<file path="config.mk">
export PLATFORM = sky130hd
export DESIGN_NAME = periph_bus_arbiter
export DESIGN_NICKNAME = d
export VERILOG_FILES = /design/src/rtl/periph_bus_pkg.sv /design/src/rtl/periph_bus_arbiter_rr_arbiter2.sv /design/src/rtl/periph_bus_arbiter.sv
export SDC_FILE = /design/constraint.sdc
export NUM_CORES = 1
export LEC_CHECK = 0
export ABC_AREA = 0
export CELL_PAD_IN_SITES_DETAIL_PLACEMENT = 0
export CELL_PAD_IN_SITES_GLOBAL_PLACEMENT = 1
export CORE_ASPECT_RATIO = 2
export CORE_MARGIN = 4
export CORE_UTILIZATION = 23
export CTS_BUF_LIST = sky130_fd_sc_hd__clkbuf_8
export CTS_CLUSTER_DIAMETER = 80
export DETAILED_ROUTE_END_ITERATION = 6
export PLACE_DENSITY_LB_ADDON = 0.25
export RECOVER_POWER = 50
export SLEW_MARGIN = 30
export SYNTH_ARGS = -nofsm -noshare
export SYNTH_HDL_FRONTEND = slang
export SYNTH_SLANG_ARGS = --single-unit
</file>
<file path="constraint.sdc">
create_clock -name clk -period 4.65 [get_ports clk]
set_clock_uncertainty 0.05 [all_clocks]
set_input_delay 0.6975 -clock clk [delete_from_list [all_inputs] [get_ports clk]]
set_output_delay 0.6975 -clock clk [all_outputs]
set_load 0.05 [all_outputs]
</file>
<file path="src/rtl/periph_bus_pkg.sv">
// periph_bus_pkg
//   Shared types and defaults for the two-master peripheral bus arbiter.
//   arb_state_t : arbiter FSM states (IDLE, BUSY)
//   bus_cmd_t   : latched command presented to the slave
//   DEFAULT_TIMEOUT / DEFAULT_ERROR_DATA : parameter defaults for the top
package periph_bus_pkg;

  typedef enum logic {
    IDLE = 1'b0,
    BUSY = 1'b1
  } arb_state_t;

  typedef struct packed {
    logic        read;
    logic        write;
    logic [31:0] address;
    logic [31:0] write_data;
  } bus_cmd_t;

  localparam int          DEFAULT_TIMEOUT    = 16;
  localparam logic [31:0] DEFAULT_ERROR_DATA = 32'hDEADBEEF;

endpackage

</file>
<file path="src/rtl/periph_bus_arbiter_rr_arbiter2.sv">
// rr_arbiter2
//   Two-requester round-robin pick, purely combinational.
//   req_i[1:0]   : request per requester
//   last_grant_i : index of the requester served most recently
//   grant_o      : index of the winner (meaningful only when valid_o)
//   valid_o      : at least one requester is asking
module rr_arbiter2 (
  input  logic [1:0] req_i,
  input  logic       last_grant_i,
  output logic       grant_o,
  output logic       valid_o
);

  // On a tie the requester that did not go last wins; otherwise the lone
  // requester wins (req_i[1] doubles as its index).
  always_comb begin
    valid_o = |req_i;
    if (req_i == 2'b11) begin
      grant_o = ~last_grant_i;
    end else begin
      grant_o = req_i[1];
    end
  end

endmodule

</file>
<file path="src/rtl/periph_bus_arbiter.sv">
// periph_bus_arbiter
//   Shares one peripheral slave between the CPU data port (master 0) and a
//   DMA/debug port (master 1). Round-robin grant, latched command, per-
//   transaction timeout that returns ERROR_DATA and sets a sticky bus_error.
//   Ports:
//     clk, rst_n                 : clock, asynchronous active-low reset
//     m_read/m_write [1:0]       : per-master request (write wins if both)
//     m_address/m_write_data     : per-master command fields
//     m_read_data/m_response     : per-master completion data and pulse
//     s_read/s_write/s_address/s_write_data : registered slave command
//     s_read_data/s_response     : slave return path
//     err_clear/bus_error        : sticky timeout flag and its clear
//     grant                      : master currently or last granted
module periph_bus_arbiter
  import periph_bus_pkg::*;
#(
  parameter int          TIMEOUT_CYCLES = DEFAULT_TIMEOUT,
  parameter logic [31:0] ERROR_DATA     = DEFAULT_ERROR_DATA
) (
  input  logic             clk,
  input  logic             rst_n,
  input  logic [1:0]       m_read,
  input  logic [1:0]       m_write,
  input  logic [1:0][31:0] m_address,
  input  logic [1:0][31:0] m_write_data,
  output logic [1:0][31:0] m_read_data,
  output logic [1:0]       m_response,
  output logic             s_read,
  output logic             s_write,
  output logic [31:0]      s_address,
  output logic [31:0]      s_write_data,
  input  logic [31:0]      s_read_data,
  input  logic             s_response,
  input  logic             err_clear,
  output logic             bus_error,
  output logic             grant
);

  // The counter only has to reach TIMEOUT_CYCLES-1.
  localparam int             CNT_W    = (TIMEOUT_CYCLES > 1) ? $clog2(TIMEOUT_CYCLES) : 1;
  localparam logic [CNT_W-1:0] CNT_LAST = CNT_W'(TIMEOUT_CYCLES - 1);

  arb_state_t       state_q, state_d;
  bus_cmd_t         cmd_q, cmd_d;
  logic             grant_q, grant_d;
  logic             last_grant_q, last_grant_d;
  logic [CNT_W-1:0] cnt_q, cnt_d;
  logic             bus_error_q, bus_error_d;

  logic [1:0]  req;
  logic        arb_grant;
  logic        arb_valid;
  logic        done;
  logic        timed_out;
  logic        finish;
  logic [31:0] rsp_data;

  assign req = m_read | m_write;

  rr_arbiter2 u_rr (
    .req_i       (req),
    .last_grant_i(last_grant_q),
    .grant_o     (arb_grant),
    .valid_o     (arb_valid)
  );

  // A slave response in the final counted cycle beats the timeout.
  always_comb begin
    done      = (state_q == BUSY) && s_response;
    timed_out = (state_q == BUSY) && !s_response && (cnt_q == CNT_LAST);
    finish    = done || timed_out;
  end

  // Completion path back to the granted master; the other master sees 0.
  always_comb begin
    m_response  = '0;
    m_read_data = '0;
    rsp_data    = '0;
    if (done) begin
      rsp_data = cmd_q.read ? s_read_data : 32'h0;
    end else if (timed_out) begin
      rsp_data = cmd_q.read ? ERROR_DATA : 32'h0;
    end
    if (finish) begin
      m_response[grant_q]  = 1'b1;
      m_read_data[grant_q] = rsp_data;
    end
  end

  always_comb begin
    state_d      = state_q;
    cmd_d        = cmd_q;
    grant_d      = grant_q;
    last_grant_d = last_grant_q;
    cnt_d        = cnt_q;
    bus_error_d  = bus_error_q;

    if (state_q == IDLE) begin
      if (arb_valid) begin
        // A simultaneous read+write from one master is taken as a write.
        cmd_d.write      = m_write[arb_grant];
        cmd_d.read       = m_read[arb_grant] & ~m_write[arb_grant];
        cmd_d.address    = m_address[arb_grant];
        cmd_d.write_data = m_write_data[arb_grant];
        grant_d          = arb_grant;
        cnt_d            = '0;
        state_d          = BUSY;
      end
    end else begin
      if (finish) begin
        // Strobes drop on the completion edge; address/data may linger.
        cmd_d.read   = 1'b0;
        cmd_d.write  = 1'b0;
        last_grant_d = grant_q;
        cnt_d        = '0;
        state_d      = IDLE;
      end else begin
        cnt_d = cnt_q + 1'b1;
      end
    end

    // Setting on timeout takes priority over a coincident clear.
    if (timed_out) begin
      bus_error_d = 1'b1;
    end else if (err_clear) begin
      bus_error_d = 1'b0;
    end
  end

  // last_grant resets to 1 so that master 0 wins the first tie.
  always_ff @(posedge clk or negedge rst_n) begin
    if (!rst_n) begin
      state_q      <= IDLE;
      cmd_q        <= '0;
      grant_q      <= 1'b0;
      last_grant_q <= 1'b1;
      cnt_q        <= '0;
      bus_error_q  <= 1'b0;
    end else begin
      state_q      <= state_d;
      cmd_q        <= cmd_d;
      grant_q      <= grant_d;
      last_grant_q <= last_grant_d;
      cnt_q        <= cnt_d;
      bus_error_q  <= bus_error_d;
    end
  end

  assign s_read       = cmd_q.read;
  assign s_write      = cmd_q.write;
  assign s_address    = cmd_q.address;
  assign s_write_data = cmd_q.write_data;
  assign bus_error    = bus_error_q;
  assign grant        = grant_q;

endmodule

</file>
# Word-level counts from Yosys, hierarchy flattened
# Index checks and enable logic that the tools add are counted.
[op_classes]
add_sub_neg = 1
order_cmp = 3
n_eq_ne = 3
n_mux = 30
n_bitwise = 6
n_reduce_logical = 12
[ops]
columns = ["op", "n"]
rows = [
  ["2-to-1 mux 32 bit", 9],
  ["2-to-1 mux 66 bit", 1],
  ["bitwise AND 64 bit", 1],
  ["2-to-1 mux 64 bit", 1],
  ["demux 32 bit (select 1 bit)", 1],
  ["2-to-1 mux 4 bit", 3],
  ["2-to-1 mux 1 bit", 11],
  ["2-to-1 mux 2 bit", 3],
  ["AND reduction 2 bit", 3],
  ["adder 4 x 1 -> 4 bit, second input constant", 1],
  ["== test 4 bit, second input constant", 1],
  ["logical AND 1 bit", 4],
  ["< comparator 1 x 2 -> 1 bit, second input constant", 2],
  ["nonzero test 2 bit", 2],
  ["inverter 1 bit", 3],
  ["== test 2 bit, second input constant", 1],
  ["!= test 2 x 1 -> 1 bit, second input constant", 1],
  ["OR 2 bit", 1],
  ["OR reduction 2 bit", 1],
  ["bitwise AND 1 bit", 1],
  ["demux 1 bit (select 1 bit)", 1],
  ["greater-or-equal comparator 1 bit, second input constant", 1],
  ["logical NOT 1 bit", 1],
  ["logical OR 1 bit", 1],
]
[word_totals]
register_bits = 74
in_bits = 168
word_cells = 64

# Depth between registers and ports, before layout
[logic_depth]
word_depth = 9
mapped_depth = 6
depth_no_buf = 4

# Cells and area by module
# Synthesis repeated with hierarchy kept, for this count alone.
[hier_totals]
hier_cells = 428
area_unflattened_um2 = 4051.4
[modules_own_cells]
columns = ["mod", "n_inst", "cells_each", "area_each_um2", "seq_area_each_um2"]
rows = [
  ["periph_bus_arbiter", 1, 426, 4037.6, 1853.0],
  ["rr_arbiter2", 1, 2, 13.8, 0.0],
]

# Worst setup path before layout
# OpenSTA, ideal clock, no wires.
[synth_path]
path_kind = "in2out"
from = "input s_response"
to = "output m_read_data[0] (netlist bit)"
arrival_time_ns = 1.987
t_required_ns = 3.903
slack_ns = 1.915
path_stages = 5
n_path_buf = 2
cell_sequence = "a31oi_1 > or3_1 > buf_2 > buf_6 > nor2_1"
[synth_rtl]
columns = ["item", "line_no", "rtl"]
rows = [
  ["start: declaration", "periph_bus_arbiter.sv:33", "input logic s_response,"],
  ["end: declaration", "periph_bus_arbiter.sv:26", "output logic [1:0][31:0] m_read_data,"],
]

==> key figures <==
Run status
  – Status: finished, violations left
  – Violated checks: max-capacitance violations, max-slew violations

Layout
  – Layout area overhead: 74.1%
  – Commonest cells after routing, fill and taps aside: clkdlybuf4s50_1 (240), o21ai_0 (81), dfrtp_1 (72)
  – Layout cell share with drive strength beyond 1: 4.54%
  – Nets@finish: 892
  – Final Util: 41.0%
  – Most common cell after layout, fill and taps aside: clkdlybuf4s50_1

Timing
  – Setup total negative slack: 0 ns
  – Min cycle time layout: 4.00 ns
  – Maximum clock rate: 250 MHz
  – Fin crit share: 86.1%
  – Number of setup violations in the final report: 0
  – Slew headroom: -36.3%
  – Final worst setup slack: 0.647 ns
  – Slew Viols, Final: 113
  – RSZ-0062 raised after global routing: no
  – Measured slew at the worst slew-check pin: 2.04 ns
  – Final hold viol count: 0

Yosys
  – Mapped Area: 4330 µm²
  – Synth Net Count: 628
  – Synth Flop Type: dfrtp_1
  – Area contributors post-synth: dfrtp_1 (42%), a2bb2oi_1 (13%), a311oi_1 (13%), o21ai_0 (9.4%), nor2_1 (4.2%)
  – Top-area cell type share of the netlist area: 42.2%
  – Synth area leader: dfrtp_1
  – Total number of yosys warnings: 0
  – Syn avg cell area: 9.44 µm²
  – Ys async rst share: 100%
  – Syn Inst Count: 459
  – Post-synth EDFFs: 0
  – Sequential share of the synthesized area: 42.8%
  – #FFs+latches synth: 74
  – Post-synthesis cell type count: 40

Detailed routing
  – DRC: 0
  – Via-per-instance ratio: 5.38
  – Final wirelength: 21,000 µm
  – DRT Pass-1 Iters: 5
  – 1st-iter DRT viols: 208
  – ANT nets after route: 0
  – Via Count: 5,084
  – Drt wl/cell: 22.2 µm

Critical path
  – Crit path max fanout: 25
  – WS Path Type: in2out
  – Worst setup SP type: input pin
  – Required time of the critical path: 3.90 ns
  – Critical path arrival: 3.26 ns
  – CP endpoint kind: primary output

Clock tree
  – Clk root buf: clkbuf_8
  – H-tree levels: 3
  – CTS resizes: 0
  – Max Buffers Root-to-Sink: 2
  – # hold bufs at CTS: 0
  – CTS tree: yes
  – Clock slew at the register clock pins of the worst setup and hold paths: 0.07 ns
  – CTS Buf Count: 9
  – Sink Count: 74
  – Clk Latency, worst-skew pair: 0.35 ns
  – Post-CTS Setup Inserts: 0

Place
  – DP Wirelength: 15,100 µm
  – I/O Buffers: 301
  – Worst Setup Slack post-DPL: 0.667 ns
  – RePlAce Congestion: 0.809

Floorplanning
  – Core area: 18,400 µm²
  – FP Rows: 70
  – Initial Util: 23.6%
  – Die ar.: 21,200 µm²
  – Chip height: 202 µm
  – Die X: 105 µm
  – IO Pins: 302

Power and ir drop
  – Worst VDD drop: 0.000154 V
  – P_leak: 2.73 nW
  – Total power density per cell area: 372 nW/µm²

GRT
  – Initial antenna violation count: 2
  – All-Layer GR Usage: 18.7%
  – Vias in the first global route: 5,296
  – First-pass GRT wire length: 30,900 µm
  – Gr ovfl total: 0
  – Pin count of the biggest net entering global routing: 75

Min path
  – HP Class: reg2reg

Run
  – Maxcap violations: 2
-- worst max-delay path: stages --
cell and delay, ns:
dlygate4sd3_1 0.64, a31oi_1 0.09, or3_1 0.68, nor2_1 0.30, clkdlybuf4s50_1 0.84
-- final timing paths --
kind	end	from	slack (ns)	cells after the start
worst max-delay path	m_read_data[16]	s_response	0.65	5
worst min-delay path	last_grant_q$_DFFE_PN1P_	last_grant_q$_DFFE_PN1P_	0.49	2
worst max register to register	s_address[6]$_DFFE_PN0P_	state_q$_DFF_PN0_	2.58	4
worst min register to register	last_grant_q$_DFFE_PN1P_	last_grant_q$_DFFE_PN1P_	0.49	2
max in group asynchronous	state_q$_DFF_PN0_	rst_n	2.41	1
min in group asynchronous	s_address[26]$_DFFE_PN0P_	rst_n	0.84	1
-- logic make-up (layout without fill, tap and decap cells) --
| kind of cell | count (synthesis) | count (layout) | share of synthesized area (%) |
|---|---|---|---|
| simple gates | 87 | 87 | 9.79 |
| fa+ha+maj | 1 | 1 | 0.289 |
| xor+xnor | 1 | 1 | 0.202 |
| other cells | 0 | 2 | 0 |
| flops | 74 | 74 | 42.8 |
| buf+inv | 62 | 330 | 7.85 |
| compound gates | 234 | 234 | 39.1 |
-- cells in the mapped netlist, types with 2 or more instances --
library cell	instances
nor3b_1	2
a2bb2oi_1	64
o21ai_1	10
o21ai_0	81
clkbuf_1	29
buf_6	10
buf_2	14
and2_1	17
a211oi_1	2
inv_1	5
a21oi_1	2
buf_4	4
nand3_1	5
a31oi_1	2
nor2_1	49
nand2_1	4
a311oi_1	64
dfrtp_1	73
-- registers in the layout, indices dropped and copies added (netlist names) --
register      cells
cnt_q             4
s_write_data     32
s_read            1
bus_error         1
grant             1
state_q           1
s_address        32
s_write           1
last_grant_q      1
-- through the flow --
stage	area, µm²	instances	hold slack (ns)	total power, mW
3_5_place_dp	7390	928	0.473	2.40
6_report	7540	945	0.488	2.80
3_3_place_gp	7380	928	0.471	2.39
2_1_floorplan	4330	459	0.352	1.80
5_1_grt	7540	945	0.506	2.93
4_1_cts	7560	943	0.347	2.88
-- layout make-up --
cell class,instances,area [µm²]
repair buffers,310,3070
fillers,1884,10900
well taps,216,270
clock buffers,11,151
clock inverters,4,18.8
multi-input cells,323,2150
inverters,5,18.8
flip-flops and latches,74,1850
diodes,2,5.00
-- power by group --
group | internal (mW) | switching [mW]
combinational | 0.521 | 0.945
clock | 0.216 | 0.253
sequential | 0.782 | 0.0870
total | 1.52 | 1.29
-- per-layer routing --
layer,wire (µm),GRT usage [%],up-vias
met5,0,0,-
met2,11600,35.8,282
met4,1120,10.7,0
met3,1470,3.90,58
li1,-,-,2309
met1,6830,18.2,2435
Note: power is estimated with default switching activity, not from simulation.
